## src/rtl/cpu3_pkg.sv

```systemverilog
// Shared encodings for the 3-bit CPU: opcodes, ALU opcodes, sequencer states
// and instruction field positions.
package cpu3_pkg;

    localparam int DATA_W = 3;
    localparam int NUM_REGS = 4;
    localparam int REG_AW = 2;

    localparam logic [2:0] OP_ADD  = 3'b000;
    localparam logic [2:0] OP_SUB  = 3'b001;
    localparam logic [2:0] OP_SHL  = 3'b010;
    localparam logic [2:0] OP_LDI  = 3'b011;
    localparam logic [2:0] OP_LD   = 3'b100;
    localparam logic [2:0] OP_ST   = 3'b101;
    localparam logic [2:0] OP_JZ   = 3'b110;
    localparam logic [2:0] OP_HALT = 3'b111;

    localparam logic [1:0] ALU_ADD  = 2'b00;
    localparam logic [1:0] ALU_SUB  = 2'b01;
    localparam logic [1:0] ALU_SHL  = 2'b10;
    localparam logic [1:0] ALU_IDLE = 2'b11;

    typedef enum logic [2:0] {
        S_FETCH,
        S_DECODE,
        S_EXEC,
        S_WB,
        S_HALT
    } state_t;

    localparam int OPC_MSB = 7;
    localparam int OPC_LSB = 5;
    localparam int RD_MSB  = 4;
    localparam int RD_LSB  = 3;
    localparam int RS_MSB  = 2;
    localparam int RS_LSB  = 1;
    localparam int IMM_MSB = 2;
    localparam int IMM_LSB = 0;

    function automatic logic is_alu_op(input logic [2:0] opc);
        return (opc == OP_ADD) || (opc == OP_SUB) || (opc == OP_SHL);
    endfunction

    function automatic logic writes_rd(input logic [2:0] opc);
        return is_alu_op(opc) || (opc == OP_LDI) || (opc == OP_LD);
    endfunction

endpackage

```

## src/rtl/cpu3_regfile.sv

```systemverilog
// 4 x 3-bit register file: two combinational read ports, one synchronous
// write port, asynchronous active-low clear.
module cpu3_regfile
    import cpu3_pkg::*;
(
    input  logic              clk,
    input  logic              rst_n,
    input  logic [REG_AW-1:0] ra_addr,
    output logic [DATA_W-1:0] ra_data,
    input  logic [REG_AW-1:0] rb_addr,
    output logic [DATA_W-1:0] rb_data,
    input  logic              wr_en,
    input  logic [REG_AW-1:0] wr_addr,
    input  logic [DATA_W-1:0] wr_data
);

    logic [DATA_W-1:0] regs [NUM_REGS];

    always_ff @(posedge clk or negedge rst_n) begin
        if (!rst_n) begin
            for (int i = 0; i < NUM_REGS; i++) begin
                regs[i] <= '0;
            end
        end else if (wr_en) begin
            regs[wr_addr] <= wr_data;
        end
    end

    assign ra_data = regs[ra_addr];
    assign rb_data = regs[rb_addr];

endmodule

```

## src/rtl/cpu3_control_unit.sv

```systemverilog
// Fetch/decode/execute/writeback sequencer for the 3-bit CPU. Drives the ALU,
// the instruction memory and the data memory; every output is registered.
module cpu3_control_unit
    import cpu3_pkg::*;
#(
    parameter int IW = 8,
    parameter int AW = 3
) (
    input  logic          clk,
    input  logic          rst_n,
    output logic [AW-1:0] imem_addr,
    input  logic [IW-1:0] imem_data,
    output logic [AW-1:0] dmem_addr,
    output logic [2:0]    dmem_wdata,
    output logic          dmem_we,
    input  logic [2:0]    dmem_rdata,
    output logic [2:0]    alu_a,
    output logic [2:0]    alu_b,
    output logic [1:0]    alu_op,
    input  logic [2:0]    alu_r,
    input  logic          alu_cf,
    input  logic          alu_sf,
    input  logic          alu_zf,
    output logic [2:0]    flags,
    output logic          halted
);

    state_t            state;
    logic [AW-1:0]     pc;
    logic [IW-1:0]     ir;
    logic [DATA_W-1:0] result;
    logic              taken;

    logic [2:0]        opc;
    logic [REG_AW-1:0] rd;
    logic [REG_AW-1:0] rs;
    logic [2:0]        imm;
    logic [DATA_W-1:0] rd_data;
    logic [DATA_W-1:0] rs_data;
    logic              rf_we;

    assign opc = ir[OPC_MSB:OPC_LSB];
    assign rd  = ir[RD_MSB:RD_LSB];
    assign rs  = ir[RS_MSB:RS_LSB];
    assign imm = ir[IMM_MSB:IMM_LSB];

    assign imem_addr = pc;
    assign rf_we     = (state == S_WB) && writes_rd(opc);

    cpu3_regfile u_regfile (
        .clk     (clk),
        .rst_n   (rst_n),
        .ra_addr (rd),
        .ra_data (rd_data),
        .rb_addr (rs),
        .rb_data (rs_data),
        .wr_en   (rf_we),
        .wr_addr (rd),
        .wr_data (result)
    );

    // Memory and ALU strobes are set up at the end of DECODE so they are
    // already stable for the whole EXEC cycle, then dropped when EXEC ends.
    always_ff @(posedge clk or negedge rst_n) begin
        if (!rst_n) begin
            state      <= S_FETCH;
            pc         <= '0;
            ir         <= '0;
            result     <= '0;
            taken      <= 1'b0;
            flags      <= 3'b000;
            halted     <= 1'b0;
            alu_a      <= '0;
            alu_b      <= '0;
            alu_op     <= ALU_IDLE;
            dmem_addr  <= '0;
            dmem_wdata <= '0;
            dmem_we    <= 1'b0;
        end else begin
            case (state)
                S_FETCH: begin
                    ir    <= imem_data;
                    pc    <= pc + AW'(1);
                    state <= S_DECODE;
                end
                S_DECODE: begin
                    alu_a <= rd_data;
                    alu_b <= rs_data;
                    if (opc == OP_HALT) begin
                        halted <= 1'b1;
                        state  <= S_HALT;
                    end else begin
                        state <= S_EXEC;
                        if (is_alu_op(opc)) begin
                            alu_op <= opc[1:0];
                        end
                        if (opc == OP_LD) begin
                            dmem_addr <= AW'(rs_data);
                        end
                        if (opc == OP_ST) begin
                            dmem_addr  <= AW'(rd_data);
                            dmem_wdata <= rs_data;
                            dmem_we    <= 1'b1;
                        end
                    end
                end
                S_EXEC: begin
                    alu_op  <= ALU_IDLE;
                    dmem_we <= 1'b0;
                    state   <= S_WB;
                    if (is_alu_op(opc)) begin
                        result <= alu_r;
                        flags  <= {alu_cf, alu_sf, alu_zf};
                    end else if (opc == OP_LDI) begin
                        result <= imm;
                    end else if (opc == OP_LD) begin
                        result <= dmem_rdata;
                    end else if (opc == OP_JZ) begin
                        taken <= flags[0];
                    end
                end
                S_WB: begin
                    if ((opc == OP_JZ) && taken) begin
                        pc <= AW'(imm);
                    end
                    state <= S_FETCH;
                end
                S_HALT: begin
                    state <= S_HALT;
                end
                default: begin
                    state <= S_FETCH;
                end
            endcase
        end
    end

endmodule

```

## config.mk

```make
export PLATFORM = sky130hd
export DESIGN_NAME = cpu3_control_unit
export DESIGN_NICKNAME = d
export VERILOG_FILES = /design/src/rtl/cpu3_pkg.sv /design/src/rtl/cpu3_regfile.sv /design/src/rtl/cpu3_control_unit.sv
export SDC_FILE = /design/constraint.sdc
export NUM_CORES = 1
export LEC_CHECK = 0
export CORE_UTILIZATION = 56
export DETAILED_ROUTE_END_ITERATION = 16
export PLACE_DENSITY = 0.84
export REMOVE_ABC_BUFFERS = 1
export SYNTH_ARGS = -nofsm -noshare
export SYNTH_HDL_FRONTEND = slang
export SYNTH_HIERARCHICAL = 1
export SYNTH_SLANG_ARGS = --single-unit
```

## constraint.sdc

```tcl
create_clock -name clk -period 5.8 [get_ports clk]
set_clock_uncertainty 0.1 [all_clocks]
set_input_delay 0.87 -clock clk [delete_from_list [all_inputs] [get_ports clk]]
set_output_delay 0.87 -clock clk [all_outputs]
set_load 0.1 [all_outputs]
```

======== Word level (Yosys, flattened, before mapping) ========
Cells that the tools add are included.
W data, S select, Z words.
word-level totals
  bits in registers ....................... 49
  bits in latches ......................... 0
  bits in writable memories ............... 0
  memory bits (read-only) ................. 0
  input bits .............................. 19
  output and inout bits ................... 22
  word-level logic and storage cells ...... 88
  memories kept ........................... 0
operators by class
  add/sub/neg operators ................... 1
  $mul .................................... 0
  divide/modulo/power cells ............... 0
  order comparisons ....................... 3
  equality and inequality tests ........... 15
  shift operators ......................... 0
  mux-type cells .......................... 24
  bitwise operators ....................... 6
  reduce and logical (&&, ||, !) cells .... 22
operators with widths
  operator               number
  $mux W3                12
  $eq A3 B3 Y1 const B   5
  $bmux W3 S2            2
  $bwmux W12             1
  $eq A3 B2 Y1 const B   4
  $pmux W3 S4            1
  $reduce_and A3 Y1      4
  $reduce_and A2 Y1      4
  $demux W3 S2           1
  $eq A3 B1 Y1 const B   2
  $ge A3 B3 Y1 const B   2
  $logic_not A3 Y1       2
  $ne A2 B2 Y1 const B   3
  $not A2 Y3             2
  $pmux W3 S2            1
  $reduce_bool A2 Y1     3
  $reduce_and A5 Y1      1
  $logic_or A1 B1 Y1     4
  $mux W2                2
  $not A1 Y1             4
  $pmux W2 S2            1
  $add A3 B1 Y3 const B  1
  $logic_and A1 B1 Y1    3
  $lt A3 B1 Y1 const B   1
  4 further kinds        5

======== Longest topological paths before layout ========
  word-level depth ........................ 6
  depth in mapped cells ................... 5
  depth with buffers taken out ............ 4

======== Hierarchy ========
The synthesis kept the hierarchy.
by module, submodules not included
  module             instances  cells an instance  area an instance (µm²)  sequential area each (µm²)
  cpu3_control_unit  1          140                1687.9                  928.4
  cpu3_regfile       1          34                 616.8                   300.3

======== Least setup slack after synthesis ========
No wires, ideal clock.
  kind .................................... register to output
  from .................................... register pc[0] (netlist: imem_addr[0])
  to ...................................... output imem_addr[0]
  data arrival time ....................... 940 ps
  data required time ...................... 4830 ps
  setup slack ............................. 3890 ps
  stages on the path, launching flop included .. 1
  buffers on the path ..................... 0
  cell sequence ........................... dfrtp_1
RTL lines
  element                 RTL line                  text
  start, declared         cpu3_control_unit.sv:29   logic [AW-1:0] pc;
  start signal, assigned  cpu3_control_unit.sv:83   pc <= pc + AW'(1);
  start signal, assigned  cpu3_control_unit.sv:124  pc <= AW'(imm);
  end, declared           cpu3_control_unit.sv:11   output logic [AW-1:0] imem_addr,
No word-level cell between the ends.

======== Worst setup path after layout ========
  from .................................... register alu_op[0]
  to ...................................... output alu_op[0]
RTL lines
  element                 RTL line                 text
  start, declared         cpu3_control_unit.sv:19  output logic [1:0] alu_op,
  start signal, assigned  cpu3_control_unit.sv:95  alu_op <= opc[1:0];
No word-level cell between the ends.

==> results.md <==
* Clk sinks at 49
* Reg2reg setup slack at 3.71 ns
* Worst setup margin at 2.87 ns
* Top cell type's share of synthesized area at approximately half
* Max_cap viols at 0
* Hold_sp: halted
* Routed vias at 1558
* Die W at 66.2 um
* Filler cells at roughly 260
* Min-delay worst type: flip-flop to flip-flop
* Ys Warns at 6
* Mapped Area at about 2300 sq um
* Height of the die at 66.2 um
* Routed WL at about 4500 um
* Worst path arrival time at approximately 2.0 ns
* Fin crit share at 50.5%
* Setup-failing EPs final at 0
* Post-synth top area cell: dfrtp_1
* I/O Pins at 41
* DR iter-0 viols at between 100 and 150
* Clock transition at path regs at 0.09 ns
* Synth Register Bits at 49
* CTS max path bufs at 2
* Worst r2r src: ir[5]
* Final Hold Vio Count at 0
* Pre-antenna DRT Iters at 4
* Tmin final at 2.93 ns
* Rel. slew slack at between 30% and 40%
* Synth unique cells at 37
* Startpoint types: flip-flop
* CP peak stage delay at 1.12 ns
* Syn Inst Count at around 170
* Worst-skew pair later-pin latency at approximately 0.3 ns
* Antenna-violating nets left at 0
* Num rows at 22
* Multi-input gate area at 1030 sq um
* Final Core Density at 74.3%
* Post-CTS Setup Bufs at 0
* Crit. End Element: output pin
* Buffers & Inverters on Critical Path at 1
* DP Wirelength at ~3200 um
* Setup TNS at 0 ns
* Top delay family on crit path: buffers and inverters
* Sequential share of the synthesized area at 53.3%
* Initial core utilization at 60.7%
* H-tree levels at 2
* DRC at 0
* Crit-path slowest cell: clkdlybuf4s50_1
* Synth Flop Type: dfrtp_1
* Fmax at 0.341 GHz
* Layout cells sized above 1 at 24.5%
* Num CTS Buffers at 5
* First-pass GRT wire length at roughly 7600 um
* Total GRT Usage at roughly a quarter
* Largest net degree at the start of global routing at 50
* Hold path depth at 1
* FFs w/ async S/R, synth at 100%
* Layout area overhead at 22.5%
* Final nets at 235
* RSZ-0062 raised after global routing: no
* CTS tree: built
* Required time worst endpoint at between 4 and 5 ns
* Reg2Reg Depth at 4
* Drt wl/cell at approximately 17 um
* PortBufs at 40
* Worst slack, placed at 3.20 ns
* CTS root buffer: clkbuf_8
* Number of global-route vias before repair at 1582
* Status: completed
* Synthesized area per cell at approximately 13 sq um
* Critical path class: flip-flop to output pin
* Diode count at 0
* Hold buffers post-CTS at 0
* End of the worst hold path: halted
* # resized after CTS at 0
* Synth area leaders: dfrtp_1, mux2_2, mux4_2, nand2_1, nor3b_4
* R2R Path End: u_regfile/regs[11]
* CP max FO at 2
* Die ar. at between 4000 and 5000 sq um
* Count of pins over their slew limit at 0
* Via/cell ratio at 5.90
* Initial antenna violation count at 0
* EDFF count, synth at 0
* GPL Wtd Cong at approximately 0.74
* Crit-path cells: clkdlybuf4s50_1
* CORE AREA at 3800 sq um
* Grt ovf at 0
* Storage cell area at 1230 sq um
* Slew at the pin closest to its max-slew limit at 1.04 ns
[area by class of cell]
cell class	instances	area share, %
clock buffers	7	3.41
clock inverters	1	0.177
inverters	1	0.133
multi-input cells	117	36.3
flip-flops and latches	49	43.5
well taps	48	2.13
repair buffers	41	14.3
[registers in the layout (all words and copies together) (netlist names), 3 cells and up]
| signal | flops |
|---|---|
| state | 3 |
| imem_addr | 3 |
| flags | 3 |
| dmem_addr | 3 |
| dmem_wdata | 3 |
| alu_b | 3 |
| ir | 8 |
| alu_a | 3 |
| u_regfile/regs | 12 |
| result | 3 |
[logic make-up after synthesis]
| kind of cell | after synthesis | synth area share [%] |
|---|---|---|
| AOI/OAI and AO/OA | 18 | 5.70 |
| adders and majority gates | 1 | 0.543 |
| buffers and inverters | 8 | 2.17 |
| DFF | 49 | 53.3 |
| muxes | 39 | 22.3 |
| and+or+nand+nor | 59 | 16.0 |
[cell usage in the layout (no fill, tap or decap), drive strengths merged]
cell type,synthesis,final
a21o,1,1
or3,1,1
o31a,1,1
nand4b,3,3
a21oi,4,4
ha,1,1
dfstp,2,2
nand3,4,4
buf,4,2
nor2b,1,1
o21bai,1,1
o2bb2ai,3,3
nor2,4,4
nand2,20,20
mux4,6,6
and2,1,1
o21ai,1,1
mux2,33,33
nor4,1,1
a211oi,7,7
nand2b,4,4
inv,1,1
nand3b,6,6
and3,5,5
nor3b,3,3
dfrtp,47,47
clkbuf,3,7
nor3,4,4
or3b,1,1
clkinv,0,1
or2,1,1
clkdlybuf4s50,0,39
[Yosys cell counts (all sizes together), types with 4 or more instances]
cell type / number
a211oi: 7
a21oi: 4
and3: 5
buf: 4
dfrtp: 47
mux2: 33
mux4: 6
nand2: 20
nand2b: 4
nand3: 4
nand3b: 6
nor2: 4
nor3: 4
[metrics by stage]
step / cells / hold slack [ns] / cell area, sq um
5_1_grt: 264 / 0.406 / 2820
3_3_place_gp: 256 / 0.341 / 2720
2_1_floorplan: 167 / 0.364 / 2260
3_5_place_dp: 256 / 0.356 / 2720
4_1_cts: 264 / 0.381 / 2820
6_report: 264 / 0.377 / 2820
[per-layer routing]
metal	vias to the layer above	part of all wire (%)	track usage, %
li1	720	-	-
met1	789	44	31.2
met2	42	50	39.2
met3	7	4.2	4.48
met4	0	1.0	7.98
met5	-	0	0
[worst max-delay path by stage]
stage / cells after the start / slack [ns] / from / to
after floorplan: 2 / 3.81 / state[2] / ir[0]
after global placement: 1 / 3.20 / alu_op[0] / alu_op[0]
after detailed placement: 1 / 3.20 / alu_op[0] / alu_op[0]
after CTS: 1 / 2.87 / alu_op[0] / alu_op[0]
after global routing: 1 / 2.83 / alu_op[0] / alu_op[0]
final: 1 / 2.87 / alu_op[0] / alu_op[0]
Power is not shown: default switching activity piles up to over one toggle a cycle in this logic, so the estimate is an artifact.
